<file path="src/rtl/nn_pkg.sv">
// Shared definitions for the neural-network inference sequencer:
// default network dimensions, the FSM state encoding and the output register index width.
package nn_pkg;

  localparam int N_INPUTS_DEF  = 784;
  localparam int N_OUTPUTS_DEF = 10;
  localparam int OUT_AW        = 4;

  typedef enum logic [2:0] {
    IDLE  = 3'd0,
    CLEAR = 3'd1,
    ACCUM = 3'd2,
    DRAIN = 3'd3,
    STORE = 3'd4,
    DONE  = 3'd5
  } calc_state_t;

endpackage

</file>
<file path="src/rtl/calc_addr_gen.sv">
// Input, neuron and weight counters for calc_controller, with rollover flags.
// The weight counter runs across neurons, so weights are read neuron-major without a multiplier.
module calc_addr_gen
  import nn_pkg::*;
#(
  parameter int N_INPUTS  = N_INPUTS_DEF,
  parameter int N_OUTPUTS = N_OUTPUTS_DEF,
  parameter int PIX_AW    = $clog2(N_INPUTS),
  parameter int WGT_AW    = $clog2(N_INPUTS * N_OUTPUTS)
) (
  input  logic              clk,
  input  logic              n_rst,
  input  logic              clr_all,
  input  logic              clr_input,
  input  logic              step,
  input  logic              next_neuron,
  output logic [PIX_AW-1:0] pixel_idx,
  output logic [WGT_AW-1:0] weight_idx,
  output logic [OUT_AW-1:0] neuron_idx,
  output logic              last_input,
  output logic              last_neuron
);

  localparam logic [PIX_AW-1:0] LAST_I = PIX_AW'(N_INPUTS - 1);
  localparam logic [OUT_AW-1:0] LAST_J = OUT_AW'(N_OUTPUTS - 1);

  logic [PIX_AW-1:0] i_r;
  logic [WGT_AW-1:0] w_r;
  logic [OUT_AW-1:0] j_r;

  assign last_input  = (i_r == LAST_I);
  assign last_neuron = (j_r == LAST_J);
  assign pixel_idx   = i_r;
  assign weight_idx  = w_r;
  assign neuron_idx  = j_r;

  // Counter registers; the input index parks on its last value until the next CLEAR.
  always_ff @(posedge clk or negedge n_rst) begin
    if (!n_rst) begin
      i_r <= {PIX_AW{1'b0}};
      w_r <= {WGT_AW{1'b0}};
      j_r <= {OUT_AW{1'b0}};
    end else if (clr_all) begin
      i_r <= {PIX_AW{1'b0}};
      w_r <= {WGT_AW{1'b0}};
      j_r <= {OUT_AW{1'b0}};
    end else begin
      if (clr_input) begin
        i_r <= {PIX_AW{1'b0}};
      end else if (step && !last_input) begin
        i_r <= i_r + PIX_AW'(1'b1);
      end else begin
        i_r <= i_r;
      end

      if (step) begin
        w_r <= w_r + WGT_AW'(1'b1);
      end else begin
        w_r <= w_r;
      end

      if (next_neuron) begin
        j_r <= j_r + OUT_AW'(1'b1);
      end else begin
        j_r <= j_r;
      end
    end
  end

endmodule

</file>
<file path="src/rtl/calc_controller.sv">
// Sequencer walking every output neuron over every input pixel for the MAC datapath.
// Optional busy-cycle counter enabled by defining CALC_CTRL_PERF_EN.
module calc_controller
  import nn_pkg::*;
#(
  parameter int N_INPUTS  = N_INPUTS_DEF,
  parameter int N_OUTPUTS = N_OUTPUTS_DEF,
  parameter int PIX_AW    = $clog2(N_INPUTS),
  parameter int WGT_AW    = $clog2(N_INPUTS * N_OUTPUTS)
) (
  input  logic              clk,
  input  logic              n_rst,
  input  logic              start,
  input  logic              abort,
  output logic [PIX_AW-1:0] pixel_address,
  output logic [WGT_AW-1:0] weight_address,
  output logic              rd_en,
  output logic              mac_clear,
  output logic              mac_en,
  output logic              out_wr,
  output logic [OUT_AW-1:0] output_address,
  output logic              busy,
  output logic              done_calc,
  output logic [31:0]       cycle_count
);

  calc_state_t state_r;
  calc_state_t next_state_s;

  logic start_accept_s;
  logic abort_hit_s;
  logic clr_all_s;
  logic clr_input_s;
  logic step_s;
  logic next_neuron_s;
  logic last_input_s;
  logic last_neuron_s;

  assign start_accept_s = (state_r == IDLE) && start && !abort;
  assign abort_hit_s    = (state_r != IDLE) && abort;
  assign clr_all_s      = (state_r == IDLE);
  assign clr_input_s    = (next_state_s == CLEAR);
  assign step_s         = (state_r == ACCUM);
  assign next_neuron_s  = (state_r == STORE) && !last_neuron_s;

  calc_addr_gen #(
    .N_INPUTS  (N_INPUTS),
    .N_OUTPUTS (N_OUTPUTS),
    .PIX_AW    (PIX_AW),
    .WGT_AW    (WGT_AW)
  ) u_addr_gen (
    .clk         (clk),
    .n_rst       (n_rst),
    .clr_all     (clr_all_s),
    .clr_input   (clr_input_s),
    .step        (step_s),
    .next_neuron (next_neuron_s),
    .pixel_idx   (pixel_address),
    .weight_idx  (weight_address),
    .neuron_idx  (output_address),
    .last_input  (last_input_s),
    .last_neuron (last_neuron_s)
  );

  // Next-state logic; abort from any active state overrides the normal walk.
  always_comb begin
    next_state_s = state_r;
    if (abort_hit_s) begin
      next_state_s = IDLE;
    end else begin
      case (state_r)
        IDLE: begin
          if (start_accept_s) begin
            next_state_s = CLEAR;
          end else begin
            next_state_s = IDLE;
          end
        end
        CLEAR: next_state_s = ACCUM;
        ACCUM: begin
          if (last_input_s) begin
            next_state_s = DRAIN;
          end else begin
            next_state_s = ACCUM;
          end
        end
        DRAIN: next_state_s = STORE;
        STORE: begin
          if (last_neuron_s) begin
            next_state_s = DONE;
          end else begin
            next_state_s = CLEAR;
          end
        end
        DONE:    next_state_s = IDLE;
        default: next_state_s = IDLE;
      endcase
    end
  end

  // State register and strobes, registered from the next state so they align with it.
  always_ff @(posedge clk or negedge n_rst) begin
    if (!n_rst) begin
      state_r   <= IDLE;
      rd_en     <= 1'b0;
      mac_clear <= 1'b0;
      mac_en    <= 1'b0;
      out_wr    <= 1'b0;
      busy      <= 1'b0;
      done_calc <= 1'b0;
    end else begin
      state_r   <= next_state_s;
      rd_en     <= (next_state_s == ACCUM);
      mac_clear <= (next_state_s == CLEAR);
      out_wr    <= (next_state_s == STORE);
      busy      <= (next_state_s != IDLE);
      // Memory data lands one cycle after rd_en; an abort drops that last beat.
      mac_en    <= rd_en && !abort;
      if (start_accept_s) begin
        done_calc <= 1'b0;
      end else if (next_state_s == DONE) begin
        done_calc <= 1'b1;
      end else begin
        done_calc <= done_calc;
      end
    end
  end

`ifdef CALC_CTRL_PERF_EN
  logic [31:0] cycle_cnt_r;

  // Busy-cycle counter, restarted by each accepted start and frozen while idle.
  always_ff @(posedge clk or negedge n_rst) begin
    if (!n_rst) begin
      cycle_cnt_r <= 32'd0;
    end else if (start_accept_s) begin
      cycle_cnt_r <= 32'd0;
    end else if (busy) begin
      cycle_cnt_r <= cycle_cnt_r + 32'd1;
    end else begin
      cycle_cnt_r <= cycle_cnt_r;
    end
  end

  assign cycle_count = cycle_cnt_r;
`else
  assign cycle_count = 32'd0;
`endif

endmodule

</file>
<file path="config.mk">
export PLATFORM = sky130hd
export DESIGN_NAME = calc_controller
export DESIGN_NICKNAME = d
export VERILOG_FILES = /design/src/rtl/nn_pkg.sv /design/src/rtl/calc_addr_gen.sv /design/src/rtl/calc_controller.sv
export SDC_FILE = /design/constraint.sdc
export NUM_CORES = 1
export LEC_CHECK = 0
export BUFFER_PORTS_ARGS = -buffer_cell sky130_fd_sc_hd__clkbuf_2
export CAP_MARGIN = 10
export CORE_MARGIN = 4
export CORE_UTILIZATION = 35
export CTS_CLUSTER_SIZE = 8
export DETAILED_ROUTE_END_ITERATION = 10
export PLACE_DENSITY = 0.56
export SLEW_MARGIN = 20
export SYNTH_ARGS = -nofsm -noshare
export SYNTH_HDL_FRONTEND = slang
export SYNTH_SLANG_ARGS = --single-unit
</file>
<file path="constraint.sdc">
create_clock -name clk -period 2.4 [get_ports clk]
set_input_delay 0.48 -clock clk [delete_from_list [all_inputs] [get_ports clk]]
set_output_delay 0.48 -clock clk [all_outputs]
set_load 0.01 [all_outputs]
</file>
# Yosys cells after proc, flatten, opt, wreduce, memory -nomap -nowiden

Cells that the tools add are included.

Register bits after elaboration: 36
Output and inout port bits: 65
Word-level logic and storage cells: 53

Add/sub/neg operators: 3
Equality and inequality tests: 10
Multiplexer cells: 14
Reduce and logical (&&, ||, !) cells: 16

Operators with widths:

| operator                | count |
|---|---|
| $mux W10                | 3 |
| $mux W13                | 2 |
| $pmux W3 S5             | 1 |
| $add A13 B1 Y13 const B | 1 |
| $add A10 B1 Y10 const B | 1 |
| $eq A10 B10 Y1 const B  | 1 |
| $eq A3 B2 Y1 const B    | 3 |
| $eq A3 B3 Y1 const B    | 3 |
| $reduce_bool A3 Y1      | 3 |
| $mux W4                 | 2 |
| $eq A3 B1 Y1 const B    | 2 |
| $logic_and A1 B1 Y1     | 6 |
| $mux W3                 | 2 |
| $reduce_bool A2 Y1      | 3 |
| $add A4 B1 Y4 const B   | 1 |
| $eq A4 B4 Y1 const B    | 1 |
| $mux W1                 | 4 |
| $logic_not A1 Y1        | 3 |
| $logic_not A3 Y1        | 1 |

# Longest topological paths before layout

Depth in word-level cells: 9
Mapped depth: 6

# Hierarchy

From an unflattened synthesis, not the netlist that was laid out.

Cell total of the unflattened synthesis: 205
Area, all modules: 2034.5 um^2

Modules (own cells, without submodules):

| module          | times used | cells an instance | area each (um^2) | seq. area each (um^2) |
|---|---|---|---|---|
| calc_addr_gen   | 1          | 137               | 1366.3           | 675.6 |
| calc_controller | 1          | 68                | 668.1            | 225.2 |

# Worst setup path before layout

No wires, ideal clock.

Path type: reg-to-reg
From: register u_addr_gen.i_r[7] (netlist: u_addr_gen.pixel_idx[7])
To: register state_r[0]
Library setup time: 111 ps
Arrival: 1875 ps
Required time: 2289 ps
Slack: 414 ps
Stages on the path, launching flop included: 5
Period minus slack after synthesis: 1986 ps
Path through: dfrtp_1 > or4_4 > or2_1 > or3_1 > a2111oi_2

Cells in the longest elaborated chain, start to end: 4

RTL lines:

| item                   | RTL line               | text |
|---|---|---|
| start, declared        | calc_addr_gen.sv:27    | `logic [PIX_AW-1:0] i_r;` |
| start signal, assigned | calc_addr_gen.sv:40    | `i_r <= {PIX_AW{1'b0}};` |
| start signal, assigned | calc_addr_gen.sv:44    | `i_r <= {PIX_AW{1'b0}};` |
| start signal, assigned | calc_addr_gen.sv:49    | `i_r <= {PIX_AW{1'b0}};` |
| $eq A10 B10 Y1         | calc_addr_gen.sv:31    | `assign last_input = (i_r == LAST_I);` |
| $mux W1                | calc_controller.sv:81  | `if (last_input_s) begin` |
| $pmux W3 S5            | calc_controller.sv:71  | `case (state_r)` |
| $mux W3                | calc_controller.sv:68  | `if (abort_hit_s) begin` |
| net next_state_s[0]    | calc_controller.sv:28  | `calc_state_t next_state_s;` |
| end signal, assigned   | calc_controller.sv:112 | `state_r <= next_state_s;` |
| end, declared          | calc_controller.sv:27  | `calc_state_t state_r;` |

The timed path passes the listed nets, and every way through them passes these cells.
A chain may end at the register's enable or synchronous reset.

# Worst setup path in the final report

From: register u_addr_gen.i_r[6] (netlist: u_addr_gen.pixel_idx[6])
To: register state_r[0]

Same word-level chain as after synthesis.

==> metrics.yaml <==
sta:
  post-route-period-util: 0.8468
  fmax_ghz: 0.4921
  rsz0062_at_grt: "no"
  finalClockSkew_ns: 0.005285
  hold_viol: 0
  max_slew_margin: 0.6166
  tightest_slew_ns: 0.5691
  setup_viol_count_final: 0
  layout_setup_ws_ns: 0.3677
  fin_crit_ns: 2.032
  finalSetupTns_ns: 0
  maxSlewViolCount: 0
logic_synthesis:
  synthFlopType: "dfrtp_1"
  synth.most_common_cell: "dfrtp_1"
  synth.avg_cell_area_sq_um: 9.139
  ys_warn_count: 0
  async_flop_share: 1.000
  netlist.area_leader.share: 0.4286
  synth_seq_cells: 36
  synth_area_leaders: "dfrtp_1 (43%), buf_4 (11%), o21ai_0 (4.0%)"
  yosysTopAreaCell: "dfrtp_1"
  ys_top_cells_by_count: "dfrtp_1 (36), buf_4 (32), nand2_1 (17), o21ai_0 (17), nand3_1 (13)"
  yosysUniqueCellTypes: 43
  post_synth_instance_area_sq_um: 2102
  seq_area_frac_synth: 0.4286
  synth_edf_count: 0
  synthCells: 230
power_and_ir_drop:
  p_int_mw: 0.9313
  ir_worst_vdd_mv: 0.2198
  leakage_nw: 1.123
  p_seq_frac: 0.504
  p_per_area_nw_per_um2: 542.8
  power_mw: 1.279
  pwr-share-comb: 0.134
  switching_share: 0.2718
  clock_power_share: 0.363
  netSwitchingPower_mw: 0.3476
cts:
  h-tree-depth: 2
  cts_resized: 0
  cts.sinks: 36
  numCtsBuffers: 5
  cts_setup_buffers: 0
  clk_pin_slew_ns: 0.07
  cts_tree: "done"
  clock_path_buffers: 2
  cts_hold_buffers: 0
  cts_root_buffer: "clkbuf_8"
  clk_latency_ns: 0.28
layout:
  nets: 277
  diodes: 0
  areaGrowthSynthToFinish_pct: 12.08
  drive_gt1_frac: 0.2082
  fillers: 587
  fin_util: 0.4151
placed_design:
  io_buffers: 36
  gp_congestion: 0.7192
  dpl_worst_slack_ns: 0.3783
  dp_hpwl_mm: 3.301
floorplanning:
  num_rows: 27
  start_util: 0.3704
  core-area_sq_um: 5675
  dieArea_sq_um: 7309
  die_h_microns: 85.50
  io_pins: 69
  die_w_microns: 85.50
status:
  outcome: "complete, no violations"
grt:
  grt_pass1_wl_mm: 7.265
  gr-usage-all-layers: 0.1239
  gr-total-overflow: 0
  grt_max_degree: 25
  first_global_vias: 1462
  antenna_found_initial: 0
worst_setup_path:
  slowest_delay_ns: 0.55
  setup.worst_path.start_class: "register"
  crit_required_ns: 2.58
  crit_arrival_ns: 2.21
  cp_slowest_cell: "or4_4"
  crit_family: "simple AND/OR/NAND/NOR gates"
  cp_num_buf_inv: 0
  crit_type: "reg2reg"
  cp-end-kind: "register"
  worstPathCellList: "or4_4 -> or2_1 -> or3_1 -> a2111oi_2"
  critPathMaxFanout: 5
route:
  via_per_inst: 4.883
  dr.pass1.iters: 4
  drc_errors: 0
  postRouteWirelength_mm: 4.439
  vias: 1665
  ant_nets: 0
  wl_per_cell_microns: 13.02
  dr.first_iter.drc_count: 87
hold_path:
  hp-class: "in2async"
flow_run:
  maxCapViolCount: 0
power by group through the flow:
stage	clock [mW]	sequential, mW	combinational [mW]
global placement	0	0.657	0.172
detailed placement	0	0.656	0.173
global route	0.501	0.647	0.196
finish	0.464	0.644	0.171
CTS	0.478	0.644	0.173
floorplan	0	0.651	0.154
registers in the layout, indices dropped and copies added (netlist names):
register and count:
busy 1, done_calc 1, mac_clear 1, mac_en 1
out_wr 1, rd_en 1, state_r 3, u_addr_gen.neuron_idx 4
u_addr_gen.pixel_idx 10, u_addr_gen.weight_idx 13
cells by family (layout without fill, tap and decap cells):
kind of cell / count (synthesis) / in the layout / synth area share
AND/OR/NAND/NOR: 84 / 84 / 0.2143
AO/OA/AOI/OAI: 49 / 49 / 0.1494
buffers and inverters: 47 / 55 / 0.1411
flip-flops: 36 / 36 / 0.4286
XOR/XNOR: 5 / 5 / 0.02084
adder cells (fa/ha/maj): 4 / 4 / 0.02381
multiplexers: 4 / 4 / 0.02024
other: 1 / 32 / 0.001784
routing by layer:
layer	up-vias	routed length, microns	GRT usage	part of all wire
met3	5	272	0.03074	0.061
met4	0	61	0.04748	0.014
met5	-	0	0	0
met2	48	1901	0.1787	0.43
met1	778	2204	0.1778	0.50
li1	834	-	-	-
path summary, 6_finish.rpt:
path	startpoint	endpoint	cells past startpoint	slack, ns
setup / recovery	u_addr_gen.pixel_idx[6]	state_r[0]	4	0.37
hold / removal	n_rst	u_addr_gen.neuron_idx[1]	1	0.08
setup reg to reg	u_addr_gen.pixel_idx[6]	state_r[0]	4	0.37
hold reg to reg	rd_en	mac_en	1	0.50
max in group asynchronous	n_rst	u_addr_gen.weight_idx[0]	2	1.68
min in group clk	start	mac_clear	3	0.50
placed cells by master, fill, tap and decap left out, types with 5 or more instances in the layout:
master / synthesis / final
inv_1: 6 / 6
conb_1: 1 / 32
clkbuf_2: 0 / 36
buf_4: 32 / 6
a22o_1: 5 / 5
dfrtp_1: 36 / 36
nand4_1: 5 / 5
nand2_1: 17 / 17
nor2_1: 10 / 10
a21oi_1: 9 / 9
nor3_1: 11 / 11
clkbuf_8: 0 / 7
nand3_1: 13 / 13
o21ai_0: 17 / 17
worst reg2reg max path, delay by kind of cell, from the launching register on:
| kind | cells | cell delay, ns |
|---|---|---|
| flip-flops | 1 | 0.44 |
| AO/OA/AOI/OAI | 1 | 0.35 |
| AND/OR/NAND/NOR | 3 | 1.15 |
per-stage QoR:
stage          hold WS (ns)  std cells  area [sq um]
3_5_place_dp         0.4000        334          2260
4_1_cts             0.08801        341          2356
3_3_place_gp         0.3953        334          2260
2_1_floorplan        0.1844        261          2218
5_1_grt              0.1008        341          2356
6_report            0.08266        341          2356
layout make-up:
type / instances / area (sq um) / area share
Timing Repair Buffer: 42 / 225.2 / 0.09559
Inverter: 6 / 22.52 / 0.009559
Clock buffer: 7 / 96.34 / 0.04089
Sequential cell: 36 / 900.9 / 0.3824
Multi-Input combinational cell: 178 / 1021 / 0.4334
Tap cell: 72 / 90.09 / 0.03824
Power figures use the tool's default switching activity.
